$ cat src/rtl/uart_fifo_peri_if.sv
`default_nettype none
// +------------------------------------------------------------------+
// | uart_fifo_peri_if : CPU bus + uart core handshake bundle          |
// | Rev 1.0                                                          |
// +------------------------------------------------------------------+
interface uart_fifo_peri_if;
  logic [31:0] rdaddress;
  logic        rden;
  logic [31:0] rdata;
  logic [31:0] wraddress;
  logic [31:0] wdata;
  logic [3:0]  wrbyteena;
  logic        wren;
  logic [7:0]  tx_data;
  logic        tx_data_valid;
  logic        tx_data_ack;
  logic [7:0]  rx_data;
  logic        rx_data_fresh;
  logic        uart_intr;

  modport master (
    output rdaddress, rden, wraddress, wdata, wrbyteena, wren,
    output tx_data_ack, rx_data, rx_data_fresh,
    input  rdata, tx_data, tx_data_valid, uart_intr
  );

  modport slave (
    input  rdaddress, rden, wraddress, wdata, wrbyteena, wren,
    input  tx_data_ack, rx_data, rx_data_fresh,
    output rdata, tx_data, tx_data_valid, uart_intr
  );
endinterface
`default_nettype wire

$ cat src/rtl/uart_fifo_peri.sv
`default_nettype none
// +------------------------------------------------------------------+
// | uart_fifo_peri : memory-mapped UART front end with RX/TX FIFOs,   |
// |                  status/IER registers and a level interrupt       |
// | Rev 1.0                                                          |
// +------------------------------------------------------------------+
module uart_fifo_peri #(
  parameter int          DEPTH     = 16,
  parameter logic [31:0] BASE_ADDR = 32'h20000,
  parameter int          RX_THRESH = 4
) (
  input  wire logic           clk,
  input  wire logic           rst,
  uart_fifo_peri_if.slave     bus
);
  localparam int          c_aw  = $clog2(DEPTH);
  localparam int          c_cw  = c_aw + 1;
  localparam logic [31:0] c_dr  = BASE_ADDR;
  localparam logic [31:0] c_sr  = BASE_ADDR + 32'd4;
  localparam logic [31:0] c_ier = BASE_ADDR + 32'd8;
  localparam logic [0:0]  c_st_idle = 1'b0;
  localparam logic [0:0]  c_st_send = 1'b1;

  logic [7:0]      r_rx_mem [DEPTH];
  logic [7:0]      r_tx_mem [DEPTH];
  logic [c_aw-1:0] r_rx_wr, r_rx_rd, r_tx_wr, r_tx_rd;
  logic [c_cw-1:0] r_rx_cnt, r_tx_cnt;
  logic            r_rx_overrun, r_tx_drop, r_intr;
  logic [3:0]      r_ier;
  logic [0:0]      r_state, w_state_nxt;

  logic w_rd_dr, w_rd_sr, w_rd_ier, w_wr_dr, w_wr_sr, w_wr_ier;
  logic w_rx_empty, w_rx_full, w_tx_empty, w_tx_full, w_rx_thresh;
  logic w_rx_push, w_rx_pop, w_tx_push, w_tx_pop, w_ovr_set, w_drop_set;
  logic w_tx_busy;
  logic [7:0]  w_tx_data;
  logic [31:0] w_sr;
  logic        w_unused;

  assign w_unused = ^{bus.wdata[31:8], bus.wrbyteena[3:1]};

  assign w_rd_dr  = bus.rden && (bus.rdaddress == c_dr);
  assign w_rd_sr  = bus.rden && (bus.rdaddress == c_sr);
  assign w_rd_ier = bus.rden && (bus.rdaddress == c_ier);
  assign w_wr_dr  = bus.wren && bus.wrbyteena[0] && (bus.wraddress == c_dr);
  assign w_wr_sr  = bus.wren && bus.wrbyteena[0] && (bus.wraddress == c_sr);
  assign w_wr_ier = bus.wren && bus.wrbyteena[0] && (bus.wraddress == c_ier);

  assign w_rx_empty  = (r_rx_cnt == '0);
  assign w_rx_full   = (r_rx_cnt == c_cw'(DEPTH));
  assign w_tx_empty  = (r_tx_cnt == '0);
  assign w_tx_full   = (r_tx_cnt == c_cw'(DEPTH));
  assign w_rx_thresh = (r_rx_cnt >= c_cw'(RX_THRESH));

  // A full RX still accepts a byte when a DR read frees a slot in the same cycle.
  assign w_rx_pop   = w_rd_dr && !w_rx_empty;
  assign w_rx_push  = bus.rx_data_fresh && (!w_rx_full || w_rx_pop);
  assign w_ovr_set  = bus.rx_data_fresh && w_rx_full && !w_rx_pop;
  assign w_tx_push  = w_wr_dr && !w_tx_full;
  assign w_drop_set = w_wr_dr && w_tx_full;
  assign w_tx_pop   = (r_state == c_st_send) && bus.tx_data_ack;

  always_ff @(posedge clk) begin
    if (w_rx_push) r_rx_mem[r_rx_wr] <= bus.rx_data;
    if (w_tx_push) r_tx_mem[r_tx_wr] <= bus.wdata[7:0];
  end

  always_ff @(posedge clk or posedge rst) begin
    if (rst) begin
      r_rx_wr  <= '0;
      r_rx_rd  <= '0;
      r_rx_cnt <= '0;
      r_tx_wr  <= '0;
      r_tx_rd  <= '0;
      r_tx_cnt <= '0;
    end else begin
      if (w_rx_push) r_rx_wr <= r_rx_wr + c_aw'(1);
      if (w_rx_pop)  r_rx_rd <= r_rx_rd + c_aw'(1);
      if (w_rx_push && !w_rx_pop)      r_rx_cnt <= r_rx_cnt + c_cw'(1);
      else if (!w_rx_push && w_rx_pop) r_rx_cnt <= r_rx_cnt - c_cw'(1);
      if (w_tx_push) r_tx_wr <= r_tx_wr + c_aw'(1);
      if (w_tx_pop)  r_tx_rd <= r_tx_rd + c_aw'(1);
      if (w_tx_push && !w_tx_pop)      r_tx_cnt <= r_tx_cnt + c_cw'(1);
      else if (!w_tx_push && w_tx_pop) r_tx_cnt <= r_tx_cnt - c_cw'(1);
    end
  end

  // Sticky flags: a set in the same cycle as a W1C wins.
  always_ff @(posedge clk or posedge rst) begin
    if (rst) begin
      r_rx_overrun <= 1'b0;
      r_tx_drop    <= 1'b0;
      r_ier        <= '0;
      r_intr       <= 1'b0;
    end else begin
      if (w_ovr_set)                         r_rx_overrun <= 1'b1;
      else if (w_wr_sr && bus.wdata[4])      r_rx_overrun <= 1'b0;
      if (w_drop_set)                        r_tx_drop    <= 1'b1;
      else if (w_wr_sr && bus.wdata[6])      r_tx_drop    <= 1'b0;
      if (w_wr_ier) r_ier <= bus.wdata[3:0];
      r_intr <= |(r_ier & {w_rx_thresh, (r_rx_overrun | r_tx_drop),
                           w_tx_empty, !w_rx_empty});
    end
  end

  always_ff @(posedge clk or posedge rst) begin
    if (rst) r_state <= c_st_idle;
    else     r_state <= w_state_nxt;
  end

  always_comb begin
    w_state_nxt = r_state;
    case (r_state)
      c_st_idle: if (!w_tx_empty)      w_state_nxt = c_st_send;
      c_st_send: if (bus.tx_data_ack)  w_state_nxt = c_st_idle;
      default:                         w_state_nxt = c_st_idle;
    endcase
  end

  // The head cannot move while in SEND, so the offered byte stays stable.
  always_comb begin
    w_tx_busy = 1'b0;
    w_tx_data = 8'h00;
    if (r_state == c_st_send) begin
      w_tx_busy = 1'b1;
      w_tx_data = r_tx_mem[r_tx_rd];
    end
  end

  assign bus.tx_data       = w_tx_data;
  assign bus.tx_data_valid = w_tx_busy;
  assign bus.uart_intr     = r_intr;

  assign w_sr = {8'h00, 8'(r_tx_cnt), 8'(r_rx_cnt),
                 w_rx_thresh, r_tx_drop, w_tx_busy, r_rx_overrun,
                 w_tx_full, w_tx_empty, w_rx_full, !w_rx_empty};

  always_comb begin
    bus.rdata = 32'h0;
    if (w_rd_dr)       bus.rdata = {24'h0, w_rx_empty ? 8'h00 : r_rx_mem[r_rx_rd]};
    else if (w_rd_sr)  bus.rdata = w_sr;
    else if (w_rd_ier) bus.rdata = {28'h0, r_ier};
  end
endmodule
`default_nettype wire

$ cat src/flat_wrapper.sv
// flat-port wrapper written by rule: the top's interface ports become plain ports
module uart_fifo_peri_flat 
#(
  parameter int          DEPTH     = 16,
  parameter logic [31:0] BASE_ADDR = 32'h20000,
  parameter int          RX_THRESH = 4
)
  (clk, rst, bus_rdaddress, bus_rden, bus_wraddress, bus_wdata, bus_wrbyteena, bus_wren, bus_tx_data_ack, bus_rx_data, bus_rx_data_fresh, bus_rdata, bus_tx_data, bus_tx_data_valid, bus_uart_intr);
  uart_fifo_peri_if bus_i ();
  input  wire logic clk;
  input  wire logic rst;
  input wire logic [$bits(bus_i.rdaddress)-1:0] bus_rdaddress;
  input wire logic [$bits(bus_i.rden)-1:0] bus_rden;
  input wire logic [$bits(bus_i.wraddress)-1:0] bus_wraddress;
  input wire logic [$bits(bus_i.wdata)-1:0] bus_wdata;
  input wire logic [$bits(bus_i.wrbyteena)-1:0] bus_wrbyteena;
  input wire logic [$bits(bus_i.wren)-1:0] bus_wren;
  input wire logic [$bits(bus_i.tx_data_ack)-1:0] bus_tx_data_ack;
  input wire logic [$bits(bus_i.rx_data)-1:0] bus_rx_data;
  input wire logic [$bits(bus_i.rx_data_fresh)-1:0] bus_rx_data_fresh;
  output wire logic [$bits(bus_i.rdata)-1:0] bus_rdata;
  output wire logic [$bits(bus_i.tx_data)-1:0] bus_tx_data;
  output wire logic [$bits(bus_i.tx_data_valid)-1:0] bus_tx_data_valid;
  output wire logic [$bits(bus_i.uart_intr)-1:0] bus_uart_intr;
  assign bus_i.rdaddress = bus_rdaddress;
  assign bus_i.rden = bus_rden;
  assign bus_i.wraddress = bus_wraddress;
  assign bus_i.wdata = bus_wdata;
  assign bus_i.wrbyteena = bus_wrbyteena;
  assign bus_i.wren = bus_wren;
  assign bus_i.tx_data_ack = bus_tx_data_ack;
  assign bus_i.rx_data = bus_rx_data;
  assign bus_i.rx_data_fresh = bus_rx_data_fresh;
  assign bus_rdata = bus_i.rdata;
  assign bus_tx_data = bus_i.tx_data;
  assign bus_tx_data_valid = bus_i.tx_data_valid;
  assign bus_uart_intr = bus_i.uart_intr;
  uart_fifo_peri #(.DEPTH(DEPTH), .BASE_ADDR(BASE_ADDR), .RX_THRESH(RX_THRESH)) u_core (.clk(clk), .rst(rst), .bus(bus_i));
endmodule
$ cat config.mk
export PLATFORM = sky130hd
export DESIGN_NAME = uart_fifo_peri_flat
export DESIGN_NICKNAME = d
export VERILOG_FILES = /design/src/rtl/uart_fifo_peri_if.sv /design/src/rtl/uart_fifo_peri.sv /design/src/flat_wrapper.sv
export SDC_FILE = /design/constraint.sdc
export NUM_CORES = 1
export LEC_CHECK = 0
export CAP_MARGIN = 20
export CORE_MARGIN = 2
export CORE_UTILIZATION = 45
export DETAILED_ROUTE_END_ITERATION = 16
export GPL_TIMING_DRIVEN = 0
export HOLD_SLACK_MARGIN = 0.02
export PLACE_DENSITY_LB_ADDON = 0.2
export RECOVER_POWER = 50
export SLEW_MARGIN = 20
export SYNTH_ARGS = -nofsm -noshare
export SYNTH_HDL_FRONTEND = slang
export SYNTH_SLANG_ARGS = --single-unit
$ cat constraint.sdc
create_clock -name clk -period 3.03 [get_ports clk]
set_input_delay 0.4545 -clock clk [delete_from_list [all_inputs] [get_ports clk]]
set_output_delay 0.4545 -clock clk [all_outputs]
set_load 0.01 [all_outputs]
==> metrics.txt, run 1 <==
Final nets=slightly above 1000; Num CTS Buffers=30; Synth async-reset ratio=around an eighth; worst slew pin tran=about 1300 ps; per-cell routed wire length=approximately 23 um; Cell Area, Synth=0.0122 mm^2; Final Max Tran Viols=0; Relative slew margins=12.0%; Total Wirelength=28100 um; worst-path fanout max=5; LEAKAGE=around 5.7 nW; DRC errors left=0; main flop type after synthesis=edfxtp_1; CP Capture Type=output port; Clock Skews=6.61 ps; gpl congestion=between 0.8 and 0.9; RSZ-0062 raised after global routing=true; vias per inst=around 5.5; Distinct cells, synth=just over 50; Seq pwr share=between 40% and 50%; share of the yosys chip area belonging to registers=a little over two thirds; setup_tns=-1290 ps; Initial DRC Count=~550; VDD IR-drop max=0.483 mV; clk_lat worst skew=540 ps; Core Area=~0.027 mm^2; largest net degree at the start of global routing=35; TritonCTS clock tree=built; CP Data Required Time=between 2000 and 3000 ps; Fin. Hold Viols=0; internal power=8.40 mW; first-pass GRT wire length=~42000 um; share of cells above drive strength 1=30.0%; vias in the first global route=between 6000 and 7000; Crit Path Class=reg -> out; Worst-path clk slew=approximately 60 ps; CTS H-tree lvls=1; Post-synth EDFFs=about 260; Tmin final=between 3000 and 4000 ps; vias=around 6800; first drt pass iteration count=7; syn_area_per_cell=18.3 um^2; initial antenna violation count=1; Hold Path Class=reg -> reg; Chip Height=about 170 um; FP Rows=60; DP Cell Count=around 1100; failing checks=negative setup slack; number of max-cap violations=0; detailed placement HPWL=18400 um; crit path DAT=approximately 2900 ps; clk root buf=clkbuf_16; CTS Buffer Depth=3; die footprint=roughly 0.029 mm^2; PD cells=718 mW/mm^2; Ports=between 150 and 200; sw frac=roughly a quarter; number of diodes=0; synthesized flop and latch total=between 200 and 300; Comb pwr share=24.8%; Starting Density=around 46%; run status=finished with violations; non-filler cells, final=about 1200; FILL cells=about 2000; Area Growth Syn to Fin=28.9%; post-route ant nets=0; Clock power frac=between 30% and 40%; startpoint class of the critical path=register; P_sw=just under 3 mW; maximum clock frequency=around 300 MHz; post-route setup slack=-306 ps; GRT Overall Usage=between 10% and 20%; Syn Inst Count=669; fin crit share=110%; Ys Warns=0; PortBufs=between 100 and 150; CTS sink cnt=between 200 and 300; setup slack after placement=-933 ps; Final setup viols=13; Remaining Overflow, GRT=0; Die Wd=roughly 170 um
flip-flops by register name, summed over array words and instances, names as in the netlist, 4 cells and up:
signal,flops
u_core.r_rx_mem,128
u_core.r_tx_mem,128
u_core.r_rx_cnt,5
u_core.r_tx_cnt,5
u_core.r_ier,4
u_core.r_rx_rd,4
u_core.r_rx_wr,4
u_core.r_tx_rd,4
u_core.r_tx_wr,4
cell type report:
type,instances,area [um^2],share of cell area [%]
Clock inverter,18,188,1.19
Timing Repair Buffer,166,1660,10.5
Inverter,18,71.3,0.452
Sequential cell,290,8540,54.2
Clock buffer,36,795,5.04
Buffer,38,357,2.26
Tap cell,341,427,2.71
Multi-Input combinational cell,331,3730,23.7
Yosys cell counts (all sizes together) (2+ instances only):
| master | count | area share, % |
|---|---|---|
| xor2 | 5 | 0.36 |
| a221o | 3 | 0.25 |
| edfxtp | 256 | 63 |
| o211ai | 2 | 0.12 |
| o21ai | 14 | 0.57 |
| a22oi | 3 | 0.18 |
| a21o | 4 | 0.25 |
| nand4 | 7 | 0.36 |
| xnor2 | 16 | 1.1 |
| mux4 | 66 | 12 |
| nor2b | 9 | 0.46 |
| ha | 19 | 1.9 |
| nor4 | 15 | 0.89 |
| a221oi | 10 | 0.72 |
| and2 | 27 | 1.4 |
| buf | 27 | 1.6 |
| nand3 | 7 | 0.29 |
| o22ai | 2 | 0.10 |
| clkbuf | 16 | 0.49 |
| and3 | 15 | 0.77 |
| inv | 17 | 0.52 |
| dfrtp | 34 | 7.0 |
| nor3 | 8 | 0.33 |
| nand2 | 15 | 0.46 |
| a21oi | 8 | 0.33 |
| nor4b | 5 | 0.53 |
| fa | 2 | 0.33 |
| mux2 | 6 | 0.55 |
| mux2i | 20 | 1.6 |
| o21a | 4 | 0.25 |
| nor2 | 13 | 0.40 |
metrics by stage:
step / cell area [um^2] / util (%) / power, mW / hold slack, ps
5_1_grt: 15800 / 58.8 / 11.8 / 558
2_1_floorplan: 12400 / - / 6.49 / 473
3_3_place_gp: 13900 / 52.0 / 7.27 / 504
6_report: 15800 / 58.8 / 11.3 / 525
4_1_cts: 15500 / 57.8 / 11.3 / 376
3_5_place_dp: 14000 / 52.2 / 7.38 / 515
layout by cell type (no fill, tap or decap), types with 7 or more instances in the layout:
cell type | synthesis | routed
buf_4 | 19 | 47
buf_6 | 2 | 24
mux2i_1 | 20 | 18
buf_2 | 3 | 8
nand2_1 | 15 | 15
dlygate4sd2_1 | 0 | 9
nor4_1 | 14 | 8
dlymetal6s2s_1 | 0 | 16
clkbuf_1 | 16 | 11
clkdlybuf4s50_1 | 0 | 55
dlygate4sd3_1 | 0 | 17
clkbuf_16 | 0 | 32
nor2_1 | 13 | 13
nor2b_1 | 9 | 7
buf_12 | 0 | 9
dfrtp_1 | 34 | 32
conb_1 | 1 | 14
and3_1 | 15 | 15
ha_1 | 19 | 17
edfxtp_1 | 256 | 256
inv_1 | 17 | 14
clkinv_2 | 0 | 7
o21ai_0 | 14 | 10
mux4_2 | 66 | 66
and2_1 | 27 | 20
a221oi_2 | 0 | 7
nand4_1 | 7 | 7
xnor2_1 | 16 | 16
kinds of logic after synthesis:
family,share of synthesized area [%]
AND/OR/NAND/NOR,6.37
adder cells (fa/ha/maj),2.27
buffers and inverters,2.61
XOR/XNOR,1.50
multiplexers,14.3
other,0.0306
AO/OA/AOI/OAI,3.11
flip-flops,69.8
layer usage:
layer | vias to the layer above | part of all wire, % | track usage [%]
met3 | 60 | 4.6 | 2.90
met5 | - | 0.046 | 0
met2 | 205 | 52 | 33.5
met4 | 2 | 2.9 | 5.96
met1 | 3500 | 41 | 26.7
li1 | 3078 | - | -
power groups by stage:
stage                     clock network [mW]  registers (mW)  logic (mW)
after CTS                               3.69            4.89        2.70
final                                   3.63            4.89        2.81
after detailed placement                   0            4.95        2.44
after global placement                     0            4.92        2.35
after global routing                    3.84            4.93        3.02
after floorplan                            0            4.88        1.60
critical path, stage by stage, from the launching register on:
cell      delay, ps
dfrtp_1         370
buf_6           150
buf_12          130
buf_12          110
mux4_2          480
a222oi_1        710
o22ai_1         190
buf_2           190
path summary, 6_finish.rpt:
path,from,endpoint,slack (ps),cells past startpoint
max reg2reg,u_core.r_rx_cnt[2],u_core.r_rx_cnt[4],170,11
max,u_core.r_rx_rd[0],bus_rdata[7],-310,7
min in group asynchronous,rst,u_core.r_tx_cnt[1],730,2
max in group asynchronous,rst,u_core.r_rx_rd[3],1420,2
min reg2reg,u_core.r_tx_cnt[4],u_core.r_tx_cnt[4],520,1
min,u_core.r_tx_cnt[4],u_core.r_tx_cnt[4],520,1
what timing repair did:
item,4_1_cts,5_1_grt
endpoints found under the setup margin,38,33
hold buffers,0,0
resized for setup,157,46
pin swaps,20,27
cloned,2,1
buffers inserted,32,19
Power figures use the tool's default switching activity.
==> run 2: changes to the inputs <==
Settings changed: SLEW_MARGIN 20 to not set.
==> metrics.txt, run 2 (same netlist as run 1, synthesis figures left out) <==
worst slew pin tran=about 1300 ps; Area Growth Syn to Fin=29.0%; Seq pwr share=44.1%; Clock power frac=between 30% and 40%; Die Wd=approximately 170 um; R2R depth=12; maximum clock frequency=just over 300 MHz; vias in the first global route=7171; P_sw=a little under 3 mW; non-filler cells, final=between 1000 and 1500; Fin. Hold Viols=0; Tmin final=3220 ps; Multi-input gate area=between 0.003 and 0.004 mm^2; post-route setup slack=-189 ps; failing checks=negative setup slack; CTS sink cnt=between 200 and 300; CTS Hold Bufs=0; crit path DAT=roughly 2800 ps; Core Area=about 0.027 mm^2; DRC errors left=0; Comb pwr share=about 26%; post-route ant nets=0; Ports=156; CTS Buffer Depth=3; CTS H-tree lvls=1; number of max-cap violations=0; die footprint=around 0.029 mm^2; Final nets=approximately 1000; Worst-path clk slew=roughly 60 ps; largest net degree at the start of global routing=25; worst-path fanout max=5; TritonCTS clock tree=built; Remaining Overflow, GRT=0; startpoint class of the critical path=register; GRT Overall Usage=a little under 20%; vias=6835; PD cells=between 700 and 800 mW/mm^2; largest registers=u_core.r_rx_mem (128), u_core.r_tx_mem (128); run status=finished with violations; CP Capture Type=output port; Clock Skews=9.24 ps; Starting Density=45.7%; CP Data Required Time=between 2000 and 3000 ps; Crit Path Class=reg -> out; detailed placement HPWL=18600 um; clk root buf=clkbuf_16; first drt pass iteration count=7; Final Max Tran Viols=0; initial antenna violation count=1; FILL cells=2005; RSZ-0062 raised after global routing=true; first-pass GRT wire length=between 40000 and 50000 um; Chip Height=between 150 and 200 um; commonest non-fill, non-tap cell in the layout=edfxtp_1; VDD IR-drop max=roughly 0.48 mV; Initial DRC Count=525; fin crit share=106%; vias per inst=between 5 and 6; gpl congestion=between 0.8 and 0.9; share of cells above drive strength 1=roughly 31%; setup slack after placement=-946 ps; Num CTS Buffers=29; LEAKAGE=~5.7 nW; number of diodes=0; Final setup viols=14; most frequent cells in the layout=256 x edfxtp_1, 66 x mux4_2, 55 x buf_4; DP Cell Count=approximately 1100; clk_lat worst skew=540 ps; Total Wirelength=approximately 28000 um; Relative slew margins=11.2%; PortBufs=around 110; Sequential Area=0.00854 mm^2; internal power=8.18 mW; sw frac=26.5%; per-cell routed wire length=about 23 um; FP Rows=60; Hold Path Class=in -> async
## run 2: metrics by stage
step	instance area (um^2)	power, mW	hold slack (ps)	setup TNS [ps]	util [%]
2_1_floorplan	12400	6.49	473	-53.1	-
3_3_place_gp	13900	7.27	504	-105970	52.0
3_5_place_dp	14000	7.38	517	-101330	52.3
4_1_cts	15600	11.1	265	-1200	58.2
5_1_grt	15800	11.6	393	-2330	58.9
6_report	15800	11.1	353	-877	58.9
## run 2: area by class of cell
class                           instances  share of cell area (%)
Tap cell                              341                    2.70
Timing Repair Buffer                  174                    10.9
Clock inverter                         15                   0.737
Inverter                               18                   0.452
Clock buffer                           39                    4.96
Buffer                                 38                    2.28
Multi-Input combinational cell        331                    23.8
Sequential cell                       290                    54.1
## run 2: power by group through the flow
stage	clock network, mW	logic [mW]	registers (mW)
6_report	3.36	2.86	4.90
4_1_cts	3.41	2.84	4.89
3_3_place_gp	0	2.35	4.92
5_1_grt	3.57	3.09	4.94
3_5_place_dp	0	2.44	4.94
2_1_floorplan	0	1.60	4.88
## run 2: path summary, 6_finish.rpt
check / slack (ps) / endpoint / startpoint
setup / recovery: -190 / bus_rdata[3] / u_core.r_rx_rd[0]
hold / removal: 350 / u_core.r_tx_rd[0] / rst
setup reg to reg: 130 / u_core.r_rx_cnt[4] / u_core.r_rx_cnt[2]
hold reg to reg: 520 / u_core.r_tx_cnt[4] / u_core.r_tx_cnt[4]
max in group asynchronous: 1000 / u_core.r_rx_rd[1] / rst
min in group clk: 520 / u_core.r_tx_cnt[4] / u_core.r_tx_cnt[4]
## run 2: worst max-delay path: stages, from the launching register on
cell     delay (ps)
dfrtp_1         370
buf_6           150
buf_6           130
mux4_2          500
mux4_2          500
nor2b_4         140
a221o_1         290
buf_6           140
## run 2: repair_timing
action	4_1_cts	5_1_grt
cloned	3	0
setup buffers	36	17
hold endpoints to repair	0	0
resized for setup	171	45
endpoints found under the setup margin	43	30
pin swaps	22	20
## run 2: per-layer routing
layer	up-vias	GRT usage, %	part of all wire (%)
met3	45	2.90	4.6
met5	-	0	0.046
met1	3521	26.7	41
met2	179	34.1	52
li1	3088	-	-
met4	2	5.58	2.5
==> run 3: changes to the inputs <==
Settings changed: ABC_CLOCK_PERIOD_IN_PS set to 3030.
==> results of run 3 <==
No change in the layout: final DEF, timing and power equal those of run 2.
